File: config.mk
export PLATFORM = sky130hd
export DESIGN_NAME = cache_block_fill_ctrl_flat
export DESIGN_NICKNAME = d
export VERILOG_FILES = /design/src/rtl/cache_block_fill_ctrl_if.sv /design/src/rtl/cache_block_fill_ctrl.sv /design/src/flat_wrapper.sv
export SDC_FILE = /design/constraint.sdc
export NUM_CORES = 1
export LEC_CHECK = 0
export BUFFER_PORTS_ARGS = -buffer_cell sky130_fd_sc_hd__buf_2
export CAP_MARGIN = 30
export CORE_MARGIN = 4
export CORE_UTILIZATION = 53
export DETAILED_ROUTE_END_ITERATION = 8
export PLACE_DENSITY = 0.93
export SLEW_MARGIN = 10
export SYNTH_ARGS = -nofsm -noshare
export SYNTH_HDL_FRONTEND = slang
export SYNTH_SLANG_ARGS = --single-unit
File: constraint.sdc
create_clock -name clk -period 3.4 [get_ports clk]
set_input_delay 0.51 -clock clk [delete_from_list [all_inputs] [get_ports clk]]
set_output_delay 0.51 -clock clk [all_outputs]
set_load 0.005 [all_outputs]
File: src/rtl/cache_block_fill_ctrl_if.sv
// rtl/cache_block_fill_ctrl_if.sv - miss request, stall and memory port bundle for the block fill controller
interface cache_block_fill_ctrl_if #(
  parameter int ADDR_W = 16,
  parameter int WORDS  = 8
);
  localparam int IDX_W = $clog2(WORDS);

  logic              miss_detected;
  logic [ADDR_W-1:0] miss_address;
  logic              victim_dirty;
  logic [ADDR_W-1:0] victim_address;
  logic              memory_data_valid;
  logic              fsm_busy;
  logic              mem_read_en;
  logic              mem_write_en;
  logic [ADDR_W-1:0] memory_address;
  logic [IDX_W-1:0]  data_array_word;
  logic              write_data_array;
  logic              write_tag_array;

  modport master (
    input  miss_detected, miss_address, victim_dirty, victim_address, memory_data_valid,
    output fsm_busy, mem_read_en, mem_write_en, memory_address,
    output data_array_word, write_data_array, write_tag_array
  );

  modport slave (
    output miss_detected, miss_address, victim_dirty, victim_address, memory_data_valid,
    input  fsm_busy, mem_read_en, mem_write_en, memory_address,
    input  data_array_word, write_data_array, write_tag_array
  );
endinterface

File: src/rtl/cache_block_fill_ctrl.sv
// rtl/cache_block_fill_ctrl.sv - dirty-victim writeback then pipelined block fill, optional critical word first
module cache_block_fill_ctrl #(
  parameter int ADDR_W     = 16,
  parameter int WORDS      = 8,
  parameter int WORD_BYTES = 2,
  parameter int CWF        = 0
) (
  input  logic                    clk,
  input  logic                    rst,
  cache_block_fill_ctrl_if.master bus
);
  localparam int IDX_W  = $clog2(WORDS);
  localparam int BYTE_W = $clog2(WORD_BYTES);
  localparam int OFF_W  = IDX_W + BYTE_W;
  localparam logic [ADDR_W-1:0] BASE_MASK = ~ADDR_W'((1 << OFF_W) - 1);
  localparam logic [IDX_W-1:0]  LAST_IDX  = IDX_W'(WORDS - 1);

  typedef enum logic [1:0] {IDLE, WRITEBACK, FILL} state_t;

  state_t            state, state_next;
  logic [ADDR_W-1:0] miss_base, victim_base;
  logic [IDX_W-1:0]  start_idx, wb_cnt, rt_cnt;
  logic [IDX_W:0]    rq_cnt;
  logic [IDX_W-1:0]  start_sel, rd_idx;
  logic              rq_done;

  function automatic logic [ADDR_W-1:0] word_addr(input logic [ADDR_W-1:0] base,
                                                  input logic [IDX_W-1:0]  idx);
    return base | (ADDR_W'(idx) << BYTE_W);
  endfunction

  generate
    if (CWF != 0) begin : g_cwf
      assign start_sel = bus.miss_address[OFF_W-1:BYTE_W];
    end else begin : g_linear
      assign start_sel = '0;
    end
  endgenerate

  // Requests saturate at WORDS; once done the address sticks at the last issued word.
  assign rq_done = rq_cnt[IDX_W];
  assign rd_idx  = start_idx + (rq_done ? LAST_IDX : rq_cnt[IDX_W-1:0]);

  always_ff @(posedge clk) begin
    if (rst) begin
      state       <= IDLE;
      miss_base   <= '0;
      victim_base <= '0;
      start_idx   <= '0;
      wb_cnt      <= '0;
      rq_cnt      <= '0;
      rt_cnt      <= '0;
    end else begin
      state <= state_next;
      case (state)
        IDLE: begin
          wb_cnt <= '0;
          rq_cnt <= '0;
          rt_cnt <= '0;
          if (bus.miss_detected) begin
            miss_base   <= bus.miss_address & BASE_MASK;
            victim_base <= bus.victim_address & BASE_MASK;
            start_idx   <= start_sel;
          end
        end
        WRITEBACK: wb_cnt <= wb_cnt + IDX_W'(1);
        FILL: begin
          if (!rq_done) rq_cnt <= rq_cnt + (IDX_W + 1)'(1);
          if (bus.memory_data_valid) rt_cnt <= rt_cnt + IDX_W'(1);
        end
        default: ;
      endcase
    end
  end

  always_comb begin
    state_next           = state;
    bus.fsm_busy         = 1'b0;
    bus.mem_read_en      = 1'b0;
    bus.mem_write_en     = 1'b0;
    bus.memory_address   = bus.miss_address;
    bus.data_array_word  = '0;
    bus.write_data_array = 1'b0;
    bus.write_tag_array  = 1'b0;
    case (state)
      IDLE: begin
        if (bus.miss_detected) state_next = bus.victim_dirty ? WRITEBACK : FILL;
      end
      WRITEBACK: begin
        bus.fsm_busy        = 1'b1;
        bus.mem_write_en    = 1'b1;
        bus.data_array_word = wb_cnt;
        bus.memory_address  = word_addr(victim_base, wb_cnt);
        if (wb_cnt == LAST_IDX) state_next = FILL;
      end
      FILL: begin
        bus.fsm_busy         = 1'b1;
        bus.mem_read_en      = !rq_done;
        bus.memory_address   = word_addr(miss_base, rd_idx);
        bus.data_array_word  = start_idx + rt_cnt;
        bus.write_data_array = bus.memory_data_valid;
        // Returns arrive in request order, so the last return closes the fill.
        if (bus.memory_data_valid && rt_cnt == LAST_IDX) begin
          bus.write_tag_array = 1'b1;
          state_next          = IDLE;
        end
      end
      default: state_next = IDLE;
    endcase
  end
endmodule

File: src/flat_wrapper.sv
// flat-port wrapper written by rule: the top's interface ports become plain ports
module cache_block_fill_ctrl_flat 
#(
  parameter int ADDR_W     = 16,
  parameter int WORDS      = 8,
  parameter int WORD_BYTES = 2,
  parameter int CWF        = 0
)
  (clk, rst, bus_miss_detected, bus_miss_address, bus_victim_dirty, bus_victim_address, bus_memory_data_valid, bus_fsm_busy, bus_mem_read_en, bus_mem_write_en, bus_memory_address, bus_data_array_word, bus_write_data_array, bus_write_tag_array);
  cache_block_fill_ctrl_if #(.ADDR_W(ADDR_W), .WORDS(WORDS)) bus_i ();
  input  logic clk;
  input  logic rst;
  input wire logic [$bits(bus_i.miss_detected)-1:0] bus_miss_detected;
  input wire logic [$bits(bus_i.miss_address)-1:0] bus_miss_address;
  input wire logic [$bits(bus_i.victim_dirty)-1:0] bus_victim_dirty;
  input wire logic [$bits(bus_i.victim_address)-1:0] bus_victim_address;
  input wire logic [$bits(bus_i.memory_data_valid)-1:0] bus_memory_data_valid;
  output wire logic [$bits(bus_i.fsm_busy)-1:0] bus_fsm_busy;
  output wire logic [$bits(bus_i.mem_read_en)-1:0] bus_mem_read_en;
  output wire logic [$bits(bus_i.mem_write_en)-1:0] bus_mem_write_en;
  output wire logic [$bits(bus_i.memory_address)-1:0] bus_memory_address;
  output wire logic [$bits(bus_i.data_array_word)-1:0] bus_data_array_word;
  output wire logic [$bits(bus_i.write_data_array)-1:0] bus_write_data_array;
  output wire logic [$bits(bus_i.write_tag_array)-1:0] bus_write_tag_array;
  assign bus_i.miss_detected = bus_miss_detected;
  assign bus_i.miss_address = bus_miss_address;
  assign bus_i.victim_dirty = bus_victim_dirty;
  assign bus_i.victim_address = bus_victim_address;
  assign bus_i.memory_data_valid = bus_memory_data_valid;
  assign bus_fsm_busy = bus_i.fsm_busy;
  assign bus_mem_read_en = bus_i.mem_read_en;
  assign bus_mem_write_en = bus_i.mem_write_en;
  assign bus_memory_address = bus_i.memory_address;
  assign bus_data_array_word = bus_i.data_array_word;
  assign bus_write_data_array = bus_i.write_data_array;
  assign bus_write_tag_array = bus_i.write_tag_array;
  cache_block_fill_ctrl #(.ADDR_W(ADDR_W), .WORDS(WORDS), .WORD_BYTES(WORD_BYTES), .CWF(CWF)) u_core (.clk(clk), .rst(rst), .bus(bus_i));
endmodule
==> out/qor.txt <==
Final Power: 1.21 mW
Gr ovfl total: 0
Max_cap viols: 0
Dpl ws: 1160 ps
Outcome: completed
Crit path arrival time: 2170 ps
Slew headroom: 39.7%
Setup CP Type: reg2out
Final Max Tran Viols: 0
Largest net degree at the start of global routing: 39
Worst setup SP type: register
Post-synthesis sequential area ratio: 40.0%
1st-iter DRT viols: 170
Synthesized cell area: 1800 sq um
Layout Cell Area excl Fill: 2140 sq um
Clock Tree Buf Depth: 2
Psw: 0.430 mW
Core Footprint: 3150 sq um
Fmax: 373 MHz
VDD IR-drop max: 0.333 mV
Slowest CP cell: ha_1
Hold crit path type: in2reg
Slew @ Worst Pin: 904 ps
Sequential group share of total power: 39.9%
First-pass GRT wire length: 7470 microns
Post-DR vias/cell: 5.42
Synth area leaders: dfxtp_1 40%, nand2_1 12%, a21oi_1 11%
Starting Density: 57.2%
Critical Path RT: 2890 ps
Final core occ: 68.0%
Synth Instances: 241
Top delay family on crit path: adder cells
Total global routing track utilization: 22.2%
Syn avg cell area: 7.48 sq um
Pwr/cell area: 567 nW/um^2
Setup TNS: 0 ps
Root Buffer: clkbuf_4
Comb pwr share: 34.8%
Crit-path max FO: 21
Post-CTS Setup Inserts: 0
Die H: 66.3 microns
Met3 GRT Util: 4.76%
Crit path time final: 2680 ps
Yosys warning count: 0
H-tree levels: 2
Final ANT Viol Nets: 0
Post-CTS sizing: 0
Crit end category: primary output
Netlist cell types: 29
Largest area contributor in the netlist: dfxtp_1
CTS buffer count: 5
Clk network pwr share: 25.3%
Most Crowded Layer GR: met2
Initial antenna violation count: 0
Largest stage delay, worst path: 630 ps
Final hold viol count: 0
Layout cells sized above 1: 23.3%
P&R area growth vs syn: 18.9%
Setup violations, final: 0
# hold bufs at CTS: 0
Per-cell routed wire length: 13.5 microns
HPWL after detailed placement: 3090 microns
Buffers on Ports: 56
Share of the synthesized area in the top cell type: 40.0%
Nets@finish: 332
Met1 usage: 23.7%
Post-Route Hold Slack: 373 ps
Clk_lat worst skew: 360 ps
Mapped Nets: 286
Internal cell power: 0.784 mW
Cell Area, Placed: 2060 sq um
Setup ws final: 718 ps
Final std cells w/o fill: 332
Synth Register Bits: 36
Vias in the first global route: 1730
Switching share of total power: 35.4%
Worst Path Buf+Inv: 3
# rows: 20
Detailed-route wire length: 4500 microns
CP cell instances: inv_1, ha_1, buf_4, nand2_1, a21boi_0, buf_2
Placed insts: 324
Clock skew: 15.2 ps
Unrepaired setup endpoints after global routing: false
Final period util: 78.9%
First-pass DRT Iterations: 4
Sinks on Clock Net: 36
Reg clk slew, reported paths: 120 ps
Io pins: 61
Number of diodes: 0
Die ar.: 4400 sq um
P_leak: 0.909 nW
Die W: 66.3 microns
Detailed-route via count: 1798
TritonCTS clock tree: built
Residual DRC: 0
Met2 usage: 40.1%
Gp weighted congestion: 0.837
cell usage in the layout, fill, tap and decap left out:
| master | count |
|---|---|
| nand2_1 | 57 |
| buf_4 | 2 |
| and2_1 | 2 |
| a22o_1 | 1 |
| inv_1 | 6 |
| o32ai_1 | 1 |
| clkbuf_4 | 5 |
| clkinv_2 | 1 |
| nor2_1 | 23 |
| nand4_1 | 1 |
| nor3_1 | 1 |
| a21oi_1 | 41 |
| bufinv_16 | 1 |
| a22oi_1 | 14 |
| o21ai_0 | 6 |
| and2_2 | 1 |
| a221oi_1 | 1 |
| a21boi_0 | 3 |
| nand2b_1 | 3 |
| o21bai_1 | 1 |
| clkinvlp_4 | 1 |
| nand3b_1 | 1 |
| a222oi_1 | 1 |
| and3_1 | 1 |
| mux2i_1 | 4 |
| buf_2 | 56 |
| a31oi_1 | 4 |
| ha_1 | 8 |
| dfxtp_1 | 36 |
| nor2b_1 | 3 |
| nor3b_1 | 2 |
cell type report:
type | count | area (sq um)
fillers | 280 | 1010
multi-input cells | 180 | 970
flip-flops and latches | 36 | 721
repair buffers | 58 | 295
well taps | 44 | 55.1
clock inverters | 3 | 42.5
clock buffers | 5 | 37.5
inverters | 6 | 22.5
sequential cells by signal, indices dropped and copies added (netlist names):
| register | count |
|---|---|
| u_core.miss_base | 12 |
| u_core.rq_cnt | 4 |
| u_core.rt_cnt | 3 |
| u_core.state | 2 |
| u_core.victim_base | 12 |
| u_core.wb_cnt | 3 |
power by group through the flow:
stage	sequential [mW]	clock, mW	combinational, mW
2_1_floorplan	0.488	0	0.286
3_3_place_gp	0.491	0	0.410
3_5_place_dp	0.494	0	0.420
4_1_cts	0.484	0.308	0.425
5_1_grt	0.489	0.323	0.480
6_report	0.485	0.307	0.422
cell usage after synthesis (all sizes together):
cell type	instances
nand4	1
inv	6
a21boi	3
o21ai	6
o32ai	1
ha	8
a221oi	1
nand2b	3
and2	3
and3	1
clkbuf	8
nor3b	2
o21bai	1
a21oi	41
mux2i	4
buf	11
a22oi	14
nor2	23
a31oi	4
nand2	57
a22o	1
nor2b	3
dfxtp	36
nor3	1
nand3b	1
a222oi	1
worst paths after layout:
kind | start | slack [ps] | to | cells after the start
max reg2reg | u_core.state[0]$_SDFFE_PP0P_ | 1420 | u_core.rt_cnt[2]$_SDFFE_PP0P_ | 6
max | u_core.state[0]$_SDFFE_PP0P_ | 720 | bus_data_array_word[0] | 6
min reg2reg | u_core.victim_base[9]$_SDFFE_PP0P_ | 460 | u_core.victim_base[9]$_SDFFE_PP0P_ | 2
min | bus_victim_address[11] | 370 | u_core.victim_base[11]$_SDFFE_PP0P_ | 3
layer usage:
metal / part of all wire (%) / routed length [microns] / vias up
met5: 0 / 0 / -
met4: 2.2 / 99 / 0
li1: - / - / 914
met3: 4.4 / 197 / 9
met2: 53 / 2370 / 43
met1: 41 / 1830 / 832
worst register-to-register path, delay by kind of cell (launching register included):
kind                     cells  cell delay [ps]
buffers and inverters        2              400
AO/OA/AOI/OAI                1              120
adder cells (fa/ha/maj)      1              630
AND/OR/NAND/NOR              1              100
multiplexers                 1              310
flip-flops                   1              340
kinds of logic after synthesis:
| logic type | Yosys count | share of synthesized area (%) |
|---|---|---|
| compound gates | 73 | 23.9 |
| buf+inv | 25 | 6.25 |
| flops | 36 | 40.0 |
| simple gates | 95 | 22.1 |
| mux | 4 | 2.22 |
| fa+ha+maj | 8 | 5.55 |
No activity file was read; power rests on OpenSTA's default activity.
